**config.mk**
```make
export PLATFORM = sky130hd
export DESIGN_NAME = mem_stage
export DESIGN_NICKNAME = d
export VERILOG_FILES = /design/src/rtl/mem_stage.sv
export SDC_FILE = /design/constraint.sdc
export NUM_CORES = 1
export LEC_CHECK = 0
export BUFFER_PORTS_ARGS = -buffer_cell sky130_fd_sc_hd__buf_2
export CORE_ASPECT_RATIO = 0.7
export CORE_MARGIN = 5
export CORE_UTILIZATION = 45
export CTS_CLUSTER_SIZE = 40
export DETAILED_ROUTE_END_ITERATION = 10
export PLACE_DENSITY = 0.77
export SLEW_MARGIN = 20
export SYNTH_ARGS = -nofsm -noshare
export SYNTH_HDL_FRONTEND = slang
export SYNTH_SLANG_ARGS = --single-unit
```
**constraint.sdc**
```tcl
create_clock -name clk -period 2.9 [get_ports clk]
set_clock_uncertainty 0.15 [all_clocks]
set_input_delay 0.145 -clock clk [delete_from_list [all_inputs] [get_ports clk]]
set_output_delay 0.145 -clock clk [all_outputs]
set_load 0.01 [all_outputs]
```
**src/rtl/mem_stage.sv**
```systemverilog
// mem_stage: memory-access pipeline stage; aligns data-SRAM load data and feeds write-back/forwarding.
// Optional feature macro MS_RDATA_HOLD_EN: hold first-cycle read data so alignment survives any stall.
module mem_stage (
  input  logic         clk,
  input  logic         resetn,
  input  logic         ws_allowin,
  output logic         ms_allowin,
  input  logic         es_to_ms_valid,
  input  logic [160:0] es_to_ms_bus,
  input  logic [31:0]  data_sram_rdata,
  output logic         ms_to_ws_valid,
  output logic [154:0] ms_to_ws_bus,
  output logic         ms_ex,
  input  logic         handle_ex,
  output logic [4:0]   ms_fwd_dest,
  output logic [3:0]   ms_fwd_wstrb,
  output logic [31:0]  ms_fwd_data,
  output logic         ms_fwd_is_cp0
);
  localparam int ES_TO_MS_BUS_WD = 161;

  logic                       ms_valid_q, ms_valid_d;
  logic [ES_TO_MS_BUS_WD-1:0] bus_q;
  logic                       accept;
  logic [31:0]                rdata;

  logic        ex, eret, res_from_cp0, res_from_mem;
  logic        lb, lbu, lh, lhu, lwl, lwr, gr_we;
  logic [1:0]  addr_low;
  logic [4:0]  dest;
  logic [31:0] alu_result;

  assign ex           = bus_q[160];
  assign eret         = bus_q[121];
  assign res_from_cp0 = bus_q[79];
  assign res_from_mem = bus_q[78];
  assign addr_low     = bus_q[77:76];
  assign lb           = bus_q[75];
  assign lbu          = bus_q[74];
  assign lh           = bus_q[73];
  assign lhu          = bus_q[72];
  assign lwl          = bus_q[71];
  assign lwr          = bus_q[70];
  assign gr_we        = bus_q[69];
  assign dest         = bus_q[68:64];
  assign alu_result   = bus_q[63:32];

  assign ms_allowin = !ms_valid_q || ws_allowin;
  assign accept     = es_to_ms_valid && ms_allowin;

  always_comb begin
    ms_valid_d = ms_valid_q;
    if (handle_ex)       ms_valid_d = 1'b0;
    else if (ms_allowin) ms_valid_d = es_to_ms_valid;
  end

  always_ff @(posedge clk or negedge resetn) begin
    if (!resetn) begin
      ms_valid_q <= 1'b0;
      bus_q      <= '0;
    end else begin
      ms_valid_q <= ms_valid_d;
      if (accept) bus_q <= es_to_ms_bus;
    end
  end

`ifdef MS_RDATA_HOLD_EN
  // SRAM data is only guaranteed in the first resident cycle, so capture it then.
  logic        first_cycle_q;
  logic [31:0] rdata_hold_q;

  always_ff @(posedge clk or negedge resetn) begin
    if (!resetn) begin
      first_cycle_q <= 1'b0;
      rdata_hold_q  <= '0;
    end else begin
      first_cycle_q <= accept;
      if (first_cycle_q) rdata_hold_q <= data_sram_rdata;
    end
  end

  assign rdata = first_cycle_q ? data_sram_rdata : rdata_hold_q;
`else
  assign rdata = data_sram_rdata;
`endif

  logic [7:0]  byte_sel;
  logic [15:0] half_sel;
  logic [31:0] lwl_data, lwr_data, load_data, final_result;
  logic [3:0]  lwl_mask, lwr_mask, rf_wstrb;

  always_comb begin
    byte_sel = rdata[7:0];
    lwl_data = {rdata[7:0], 24'h0};
    lwr_data = rdata;
    lwl_mask = 4'b1000;
    lwr_mask = 4'b1111;
    case (addr_low)
      2'd1: begin
        byte_sel = rdata[15:8];
        lwl_data = {rdata[15:0], 16'h0};
        lwr_data = {8'h0, rdata[31:8]};
        lwl_mask = 4'b1100;
        lwr_mask = 4'b0111;
      end
      2'd2: begin
        byte_sel = rdata[23:16];
        lwl_data = {rdata[23:0], 8'h0};
        lwr_data = {16'h0, rdata[31:16]};
        lwl_mask = 4'b1110;
        lwr_mask = 4'b0011;
      end
      2'd3: begin
        byte_sel = rdata[31:24];
        lwl_data = rdata;
        lwr_data = {24'h0, rdata[31:24]};
        lwl_mask = 4'b1111;
        lwr_mask = 4'b0001;
      end
      default: ;
    endcase
  end

  assign half_sel = addr_low[1] ? rdata[31:16] : rdata[15:0];

  always_comb begin
    load_data = rdata;
    if (lb)       load_data = {{24{byte_sel[7]}}, byte_sel};
    else if (lbu) load_data = {24'h0, byte_sel};
    else if (lh)  load_data = {{16{half_sel[15]}}, half_sel};
    else if (lhu) load_data = {16'h0, half_sel};
    else if (lwl) load_data = lwl_data;
    else if (lwr) load_data = lwr_data;
  end

  assign final_result = res_from_mem ? load_data : alu_result;

  // Byte strobes let write-back merge partial lwl/lwr words into the old register value.
  always_comb begin
    rf_wstrb = 4'b1111;
    if (ex || !gr_we) rf_wstrb = 4'b0000;
    else if (lwl)     rf_wstrb = lwl_mask;
    else if (lwr)     rf_wstrb = lwr_mask;
  end

  assign ms_to_ws_valid = ms_valid_q;
  assign ms_to_ws_bus   = {bus_q[160:79], rf_wstrb, dest, final_result, bus_q[31:0]};
  assign ms_ex          = ms_valid_q & (ex | eret);
  assign ms_fwd_wstrb   = ms_valid_q ? rf_wstrb : 4'h0;
  assign ms_fwd_dest    = (ms_valid_q && (rf_wstrb != 4'h0) && (dest != 5'd0)) ? dest : 5'd0;
  assign ms_fwd_data    = final_result;
  assign ms_fwd_is_cp0  = ms_valid_q & res_from_cp0;

endmodule
```
==> metrics.md <==
| Metric | Value |
|---|---|
| Post-synthesis xor/xnor area fraction | 0 |
| Grt met1 use | 0.3262 |
| Syn. warnings | 0 |
| Critical path fanouts, max | 17 |
| # H-tree levels | 4 |
| Number of flops mapped to enable cells by yosys | 0 |
| Max IR drop VDD | 0.5135 mV |
| GRT Max-Usage Layer | met2 |
| Largest family of logic cells by synthesized area | multiplexers |
| Clock share of power | 0.305 |
| Leakage | 0.005848 µW |
| R2r endpoint | bus_q[22] |
| CTS tree | yes |
| Fin. max-slew vios | 0 |
| Tightest Hold Check Type | in2async |
| Reg area | 4058 µm² |
| Sw Ratio | 0.3289 |
| Post-Syn Instances | 799 |
| DP Wirelength | 20,530 µm |
| Port bufs | 397 |
| Critical path class | reg2out |
| Row count | 43 |
| Unique masters post-synth | 48 |
| Worst flop-to-flop path startpoint | ms_to_ws_valid |
| Clock sinks | 162 |
| Flop2flop setup slack | 720 ps |
| Met3 Resource Use GR | 0.08135 |
| Initial DRT Pass Iterations | 5 |
| Placed cell area | 10,210 µm² |
| Worst-margin pin slew | 1098 ps |
| Layout cell share with drive strength beyond 1 | 0.5185 |
| #FFs+latches synth | 162 |
| Fmax | 0.3537 GHz |
| CTS Root Cell | clkbuf_16 |
| DRT iter0 DRCs | 757 |
| Remaining DRCs | 0 |
| Vias per inst | 5.253 |
| Pwr Density | 566.8 nW/µm² |
| Outcome | completed |
| Syn-to-layout area delta | 37.80% |
| Sequential area share after synthesis | 0.4488 |
| Met2 usage | 0.4415 |
| Initial antenna violation count | 3 |
| Max Cap Violations | 0 |
| Worst r2r path cells | 4 |
| Seq pwr share | 0.389 |
| Final hold vios | 0 |
| Post-synthesis simple-gate area fraction | 0.06994 |
| Count of final setup violators | 0 |
| Multiplexer area fraction after synthesis | 0.2314 |
| Power share of the combinational group | 0.306 |
| Most used DFF post-synth | dfrtp_1 |
| Hold WS | 135.3 ps |
| Die width | 179.3 µm |
| Vias in the first global route | 8,129 |
| CTS clock-pin slew for the worst setup and hold paths | 70 ps |
| Gr ovfl total | 0 |
| Clock buffer count from CTS | 17 |
| Clock Path Buffers | 2 |
| Net load switching power | 2321 µW |
| Worst setup margin | 72.41 ps |
| CORE AREA | 19,800 µm² |
| Pre-CTS WS | 277.0 ps |
| Routed wire per std cell | 20.75 µm |
| Nets@finish | 1,400 |
| Synth Area in Compound Gates | 0.09598 |
| Post-route cell area | 12,450 µm² |
| WL final | 30,870 µm |
| First-pass GRT wire length | 46,510 µm |
| Worst Setup Start Kind | flop |
| I/O pin count | 398 |
| RSZ-0062 raised after global routing | no |
| Initial core utilization | 0.4563 |
| Layout fillers | 1,508 |
| Int Pwr | 4735 µW |
| Cell Area, Synth | 9034 µm² |
| Synth async-reset ratio | 1.000 |
| Worst setup EP type | output pin |
| Clk_lat worst skew | 430 ps |
| Synth Area in Adders | 0 |
| WP data arrival | 2530 ps |
| Die H | 128.5 µm |
| Setup Total Neg Slack | 0 ps |
| Post-DRT Antenna Nets | 0 |
| Largest net degree at the start of global routing | 163 |
| Syn Area/Cell | 11.31 µm² |
| Syn nets | 997 |
| Gpl congestion | 0.9349 |
| Final worst-path cycle share | 0.9750 |
| Overall routing resource usage | 0.2622 |
| Vias after detailed routing | 7,817 |
| Multi-input logic area | 3625 µm² |
| Die area | 23,050 µm² |
| Fin crit period | 2828 ps |
| Headroom to the max-slew limit | 0.2683 |
| Data required, critical path | 2610 ps |
-- logic make-up after synthesis --
family | after synthesis
AOI/OAI and AO/OA | 123
buffers and inverters | 202
DFF | 162
muxes | 184
and+or+nand+nor | 128
-- timing repair --
item	4_1_cts	5_1_grt
pin swaps	0	0
endpoints found under the setup margin	4	4
resized for setup	2	3
setup buffers	0	0
hold endpoints to repair	324	0
hold buffers	164	0
-- flip-flops by register name, indices dropped and copies added (netlist names) --
register / cells
ms_to_ws_valid: 1
bus_q: 161
-- through the flow --
stage               utilization  total power, µW  cells
floorplan                     -             4214    799
global placement         0.5159             4647   1289
detailed placement       0.5159             4691   1289
CTS                      0.6276             7018   1485
global route             0.6287             7378   1488
finish                   0.6287             7056   1488
-- worst max path at each step --
stage / start / to / slack (ps) / cells past startpoint
after floorplan: bus_q[77] / ms_to_ws_bus[55] / 730 / 8
after global placement: bus_q[77] / ms_fwd_data[26] / 310 / 5
after detailed placement: bus_q[77] / ms_fwd_data[26] / 280 / 5
after CTS: bus_q[77] / ms_fwd_data[26] / 40 / 5
after global routing: bus_q[77] / ms_to_ws_bus[57] / 10 / 6
final: bus_q[70] / ms_fwd_data[7] / 70 / 6
-- synthesized netlist by cell type, drive strengths merged, types with 3 or more instances --
| cell type | instances | area share |
|---|---|---|
| or3 | 7 | 0.0048 |
| and3 | 6 | 0.0042 |
| inv | 5 | 0.0021 |
| a221oi | 14 | 0.014 |
| nor3 | 4 | 0.0022 |
| o32ai | 3 | 0.0029 |
| o22ai | 8 | 0.0055 |
| nor2 | 52 | 0.022 |
| a311o | 5 | 0.0055 |
| nor2b | 3 | 0.0021 |
| nand3 | 16 | 0.0089 |
| a32oi | 7 | 0.0068 |
| buf | 182 | 0.15 |
| mux4 | 3 | 0.0075 |
| a31oi | 9 | 0.0062 |
| a211o | 4 | 0.0039 |
| mux2 | 169 | 0.21 |
| mux2i | 12 | 0.013 |
| and2 | 3 | 0.0021 |
| nand2b | 20 | 0.014 |
| a21oi | 31 | 0.017 |
| nand2 | 11 | 0.0046 |
| dfrtp | 162 | 0.45 |
| o21a | 3 | 0.0033 |
| o21ai | 19 | 0.011 |
| a22o | 7 | 0.0068 |
| clkbuf | 15 | 0.0062 |
-- power groups by stage --
stage	registers (µW)	clock network (µW)	logic (µW)
floorplan	2690	0	1520
global placement	2740	0	1910
detailed placement	2760	0	1930
CTS	2720	2180	2120
global route	2780	2290	2310
finish	2750	2150	2160
-- cells in the final DEF (no fill, tap or decap), types with 7 or more instances in the layout --
cell type,n
a21oi_1,31
a221oi_1,14
a22o_1,7
a31oi_1,9
a32oi_1,7
buf_2,396
buf_4,15
clkbuf_16,17
dfrtp_1,161
dlygate4sd3_1,164
mux2_2,169
mux2i_1,12
nand2_1,10
nand2b_1,20
nand3_1,16
nor2_1,52
o21ai_0,16
o22ai_1,8
or3_1,7
-- final cells by class --
class / instances / share of cell area
Clock inverter: 12 / 0.007840
Inverter: 5 / 0.001508
Timing Repair Buffer: 581 / 0.3091
Tap cell: 270 / 0.02714
Antenna cell: 3 / 0.0006031
Multi-Input combinational cell: 435 / 0.2912
Sequential cell: 162 / 0.3260
Clock buffer: 20 / 0.03669
-- worst max-delay path: stages (launching register included) --
cell and delay (ps):
dfrtp_1 420, buf_4 220, nor4b_1 160, o21ai_1 660, o22ai_1 130, a31oi_1 320, buf_2 200
-- metal layers --
metal,up-vias,wire length (µm)
met5,-,0
met4,0,646
met3,48,3138
met2,429,15220
met1,3828,11870
li1,3512,-
No activity file was read; power rests on OpenSTA's default activity.
